===== config.mk =====
export PLATFORM = sky130hd
export DESIGN_NAME = mem_bus_arbiter
export DESIGN_NICKNAME = d
export VERILOG_FILES = /design/src/rtl/mem_bus_arbiter.sv
export SDC_FILE = /design/constraint.sdc
export NUM_CORES = 1
export LEC_CHECK = 0
export CORE_AREA = 2 2 155 157
export CTS_BUF_LIST = sky130_fd_sc_hd__clkbuf_8 sky130_fd_sc_hd__clkbuf_16
export DETAILED_ROUTE_END_ITERATION = 7
export DIE_AREA = 0 0 157 159
export PLACE_DENSITY = 0.49
export SETUP_SLACK_MARGIN = 0.02
export SLEW_MARGIN = 20
export SYNTH_ARGS = -nofsm -noshare
export SYNTH_HDL_FRONTEND = slang
export SYNTH_SLANG_ARGS = --single-unit

===== constraint.sdc =====
create_clock -name clk -period 2.2 [get_ports clk]
set_input_delay 0.22 -clock clk [delete_from_list [all_inputs] [get_ports clk]]
set_output_delay 0.22 -clock clk [all_outputs]
set_load 0.005 [all_outputs]

===== src/rtl/mem_bus_arbiter.sv =====
// Two-client (icache/dcache) arbiter onto a single burst memory bus: one address beat, then 8 data beats.
// Define ARB_ROUND_ROBIN_EN for round-robin tie-breaking; otherwise client 0 has fixed priority.
module mem_bus_arbiter #(
    parameter int unsigned BUS_DATA_WIDTH = 64,
    parameter int unsigned BUS_TAG_WIDTH  = 13
) (
    input  logic                          clk,
    input  logic                          reset,
    input  logic [1:0]                    c_reqcyc,
    input  logic [2*BUS_DATA_WIDTH-1:0]   c_req,
    input  logic [2*BUS_TAG_WIDTH-1:0]    c_reqtag,
    output logic [1:0]                    c_reqack,
    output logic [1:0]                    c_respcyc,
    input  logic [1:0]                    c_respack,
    output logic [BUS_DATA_WIDTH-1:0]     c_resp,
    output logic [BUS_TAG_WIDTH-1:0]      c_resptag,
    output logic                          m_bus_reqcyc,
    output logic [BUS_DATA_WIDTH-1:0]     m_bus_req,
    output logic [BUS_TAG_WIDTH-1:0]      m_bus_reqtag,
    input  logic                          m_bus_reqack,
    input  logic                          m_bus_respcyc,
    input  logic [BUS_DATA_WIDTH-1:0]     m_bus_resp,
    input  logic [BUS_TAG_WIDTH-1:0]      m_bus_resptag,
    output logic                          m_bus_respack,
    output logic [1:0]                    gnt
);

    localparam int unsigned RdBit    = 12;
    localparam logic [3:0]  NumBeats = 4'd8;

    typedef enum logic [1:0] {StIdle, StReq, StWdata, StRdata} state_e;

    state_e     state_q, state_d;
    logic [1:0] gnt_q, gnt_d;
    logic [3:0] cnt_q, cnt_d;
    logic [3:0] cnt_inc;
    logic [1:0] winner;
`ifdef ARB_ROUND_ROBIN_EN
    logic       last_q, last_d;
`endif

    logic                      owner;
    logic                      own_reqcyc;
    logic                      own_respack;
    logic [BUS_DATA_WIDTH-1:0] own_req;
    logic [BUS_TAG_WIDTH-1:0]  own_tag;
    logic                      fwd_req;
    logic                      fwd_rd;

    assign owner       = gnt_q[1];
    assign own_reqcyc  = c_reqcyc[owner];
    assign own_respack = c_respack[owner];
    assign own_req     = owner ? c_req[BUS_DATA_WIDTH +: BUS_DATA_WIDTH]
                               : c_req[0 +: BUS_DATA_WIDTH];
    assign own_tag     = owner ? c_reqtag[BUS_TAG_WIDTH +: BUS_TAG_WIDTH]
                               : c_reqtag[0 +: BUS_TAG_WIDTH];

    always_comb begin
`ifdef ARB_ROUND_ROBIN_EN
        // Tie goes to the client that did not win last time.
        if (&c_reqcyc) winner = last_q ? 2'b01 : 2'b10;
        else           winner = c_reqcyc;
`else
        winner = c_reqcyc[0] ? 2'b01 : c_reqcyc;
`endif
    end

    assign cnt_inc = (cnt_q >= NumBeats) ? NumBeats : cnt_q + 4'd1;

    always_comb begin
        state_d = state_q;
        gnt_d   = gnt_q;
        cnt_d   = cnt_q;
`ifdef ARB_ROUND_ROBIN_EN
        last_d  = last_q;
`endif
        unique case (state_q)
            StIdle: begin
                if (|c_reqcyc) begin
                    gnt_d   = winner;
                    state_d = StReq;
                end
            end
            StReq: begin
                if (m_bus_reqack) begin
                    cnt_d   = '0;
                    state_d = own_tag[RdBit] ? StRdata : StWdata;
                end
            end
            StWdata: begin
                if (m_bus_reqack) begin
                    cnt_d = cnt_inc;
                    if (cnt_inc == NumBeats) begin
                        state_d = StIdle;
                        gnt_d   = '0;
`ifdef ARB_ROUND_ROBIN_EN
                        last_d  = owner;
`endif
                    end
                end
            end
            StRdata: begin
                if (m_bus_respcyc && own_respack) begin
                    cnt_d = cnt_inc;
                    if (cnt_inc == NumBeats) begin
                        state_d = StIdle;
                        gnt_d   = '0;
`ifdef ARB_ROUND_ROBIN_EN
                        last_d  = owner;
`endif
                    end
                end
            end
            default: begin
                state_d = StIdle;
                gnt_d   = '0;
            end
        endcase
    end

    always_ff @(posedge clk or negedge reset) begin
        if (!reset) begin
            state_q <= StIdle;
            gnt_q   <= '0;
            cnt_q   <= '0;
`ifdef ARB_ROUND_ROBIN_EN
            last_q  <= 1'b1;
`endif
        end else begin
            state_q <= state_d;
            gnt_q   <= gnt_d;
            cnt_q   <= cnt_d;
`ifdef ARB_ROUND_ROBIN_EN
            last_q  <= last_d;
`endif
        end
    end

    // Bus paths are gated by state so everything reads 0 whenever the FSM sits in reset/idle.
    assign fwd_req = (state_q == StReq) || (state_q == StWdata);
    assign fwd_rd  = (state_q == StRdata);

    assign m_bus_reqcyc  = fwd_req & own_reqcyc;
    assign m_bus_req     = fwd_req ? own_req : '0;
    assign m_bus_reqtag  = fwd_req ? own_tag : '0;
    assign c_reqack      = (fwd_req && m_bus_reqack) ? gnt_q : 2'b00;

    assign c_respcyc     = (fwd_rd && m_bus_respcyc) ? gnt_q : 2'b00;
    assign m_bus_respack = fwd_rd & own_respack;
    assign c_resp        = fwd_rd ? m_bus_resp : '0;
    assign c_resptag     = fwd_rd ? m_bus_resptag : '0;

    assign gnt = gnt_q;

endmodule


==> results.cfg <==
[run_status]
status = finished, final reports clean

[place]
portBuffers = 400
dp_hpwl_mm = 13.8
place_congestion = 0.757
dpl_cell_area_mm2 = 0.00688

[yosys]
synth_largest_area_cell = mux2i_1
synth_top_family_by_area = simple AND/OR/NAND/NOR gates
syn_inst = 317
ys_seq_area_frac = 0.0818
syn_nets = 563
ys.flop_type = dfrtp_1
syn_area_mm2 = 0.00245
yosysMostFrequentCell = nor2b_1
synthSimpleGateAreaFrac = 0.436
synth_edf_count = 0
ys.warnings.count = 0
synth-compound-area-share = 0.0496
synth.distinct_cells = 26
synth.area.top_cells = mux2i_1, nor2b_1, and2_1
synth-xor-area-share = 0
muxShareOfSynthArea = 0.341
synth_seq_cells = 8
avgSynthCellArea_um2 = 7.72
synthAdderAreaFrac = 0.0358
synth_top_cell_area_share = 0.327
async_flop_share = 1.00
synthTopCellsByCount = nor2b_1, mux2i_1, and2_1

[cts]
clock_latency_ps = 230
clock_path_buffers = 2
cts_tree = yes
cts_root_buf = clkbuf_16
cts_htree_levels = 1
cts_buffers = 3
clock-sinks = 8
cts.clk_slew.worst_paths_ps = 40

[pwr]
peakVddDrop_uv = 433
finalPower_uw = 7210
p_leak_uw = 0.00336
powerDensity_mw_per_mm2 = 999

[finish]
design_area_mm2 = 0.00722
syn_to_final_growth_pct = 195
drive_above_1_share = 0.0563
fin_nets = 958
fin_util = 0.311

[timing]
period_needed_ps = 2140
rsz0062_at_grt = true
finalHoldViolCount = 0
relSlewSlack = 0.649
setup_viol = 0
clock_skew_ps = 5.71
period_share = 0.975
whs_ps = 280
worst_slew_pin_slew_ps = 518
slew_violations = 0
max_freq_ghz = 0.466
tns_ps = 0

[critical_path]
worstPathBufferInverterCount = 3
slowest_stage = clkdlybuf4s50_1
critical_path.max_fanout = 24
path_delay_family = buffers and inverters
critPathLaunchType = register
end_kind = output port
worstPathCellList = inv_2, ha_4, buf_16, nor2b_1, clkdlybuf4s50_1
slowest_delay_ps = 510
critPathRequiredTime_ps = 1980
cp.arrival_ps = 1920
worstSetupPathType = register to output port

[detailed_routing]
first_pass_iters = 4
drt_wl_total_mm = 16.8
drt_iter0_markers = 81
routedWlPerCell_um = 16.3
detailroute.via_count = 3646
ant_nets = 0
drc = 0
viasPerCell = 3.54

[global_routing]
grt_pass1_vias = 3626
grt_pass1_wl_mm = 23.1
grt_overflow_total = 0
grt_use_total = 0.121
grt_max_degree = 75
grt_antenna_before_repair = 0

[flow_run]
max_cap_viol_count = 0

[floorplan]
pin_count = 401
start_util = 0.106
std_cell_rows = 56
core_mm2 = 0.0232
die_x_um = 157
dieArea_mm2 = 0.0250
dieHeight_um = 159

[worst_hold_path]
hold_class = input port to asynchronous set/reset pin
## repair_timing
item | in CTS | in global routing
setup endpoints to repair | 74 | 126
gates cloned | 1 | 1
resized for setup | 31 | 62
hold buffers | 0 | 0
pin swaps | 1 | 1
setup buffers | 2 | 0
## layer usage
layer	vias up	wire length, um	GRT usage
met5	-	0	0
met4	0	82	0.0138
met3	8	1180	0.0220
met2	152	8960	0.237
met1	1647	6570	0.137
li1	1839	-	-
## flip-flops by register name, indices dropped and copies added (netlist names)
register / flops
cnt_q: 4
gnt: 2
state_q: 2
## placed cells by master (no fill, tap or decap), types with 2 or more instances in the layout
master,n
clkdlybuf4s50_1,330
mux2i_1,79
and2_1,77
nor2b_1,72
dlymetal6s2s_1,50
dlygate4sd2_1,20
buf_4,9
inv_1,6
dfrtp_1,6
nor2b_4,5
ha_1,5
and3_1,4
nor2b_2,4
o21ai_0,4
clkbuf_16,4
buf_12,4
nand3_1,3
mux2_2,3
inv_2,2
nor2_1,2
nand2_1,2
nor3b_1,2
o311ai_1,2
ha_4,2
## cells by family (layout without fill, tap and decap cells)
group,count (synthesis),in the layout
buffers and inverters,33,427
AND/OR/NAND/NOR,172,172
flip-flops,8,8
multiplexers,83,83
adder cells (fa/ha/maj),7,7
other,0,1
AO/OA/AOI/OAI,14,14
## layout make-up
type / instances / area [um^2]
fill: 2487 / 16000
timing repair buffer: 416 / 4320
multi-input combinational: 276 / 2190
tap: 319 / 399
sequential: 8 / 205
clock buffer: 3 / 75.1
inverter: 7 / 26.3
clock inverter: 1 / 3.75
antenna: 1 / 2.50
## power breakdown
part	switching, uW	total [uW]	internal (uW)	leakage (uW)
Clock	72.5	309	237	0.0000423
Combinational	2570	6610	4030	0.00322
Sequential	86.8	294	207	0.000101
Total	2730	7210	4480	0.00336
## path summary, 6_finish.rpt
| kind | start | to | slack, ps | cells past startpoint |
|---|---|---|---|---|
| max | state_q[0]$_DFFE_PN0P_ | m_bus_req[36] | 60 | 5 |
| max in group asynchronous | reset | gnt[1]$_DFFE_PN0P_ | 1610 | 1 |
| max reg2reg | state_q[1]$_DFFE_PN0P_ | cnt_q[3]$_DFFE_PN0P_ | 330 | 8 |
| min reg2reg | cnt_q[2]$_DFFE_PN0P_ | cnt_q[2]$_DFFE_PN0P_ | 560 | 1 |
| min | reset | gnt[0]$_DFFE_PN0P_ | 280 | 1 |
| min in group clk | cnt_q[2]$_DFFE_PN0P_ | cnt_q[2]$_DFFE_PN0P_ | 560 | 1 |
## per-stage QoR
| step | instances | setup slack (ps) |
|---|---|---|
| 2_1_floorplan | 317 | 429 |
| 3_3_place_gp | 1022 | 109 |
| 3_5_place_dp | 1022 | 88.5 |
| 4_1_cts | 1029 | 13.3 |
| 5_1_grt | 1030 | -16.0 |
| 6_report | 1031 | 55.4 |
Note: power is estimated with default switching activity, not from simulation.
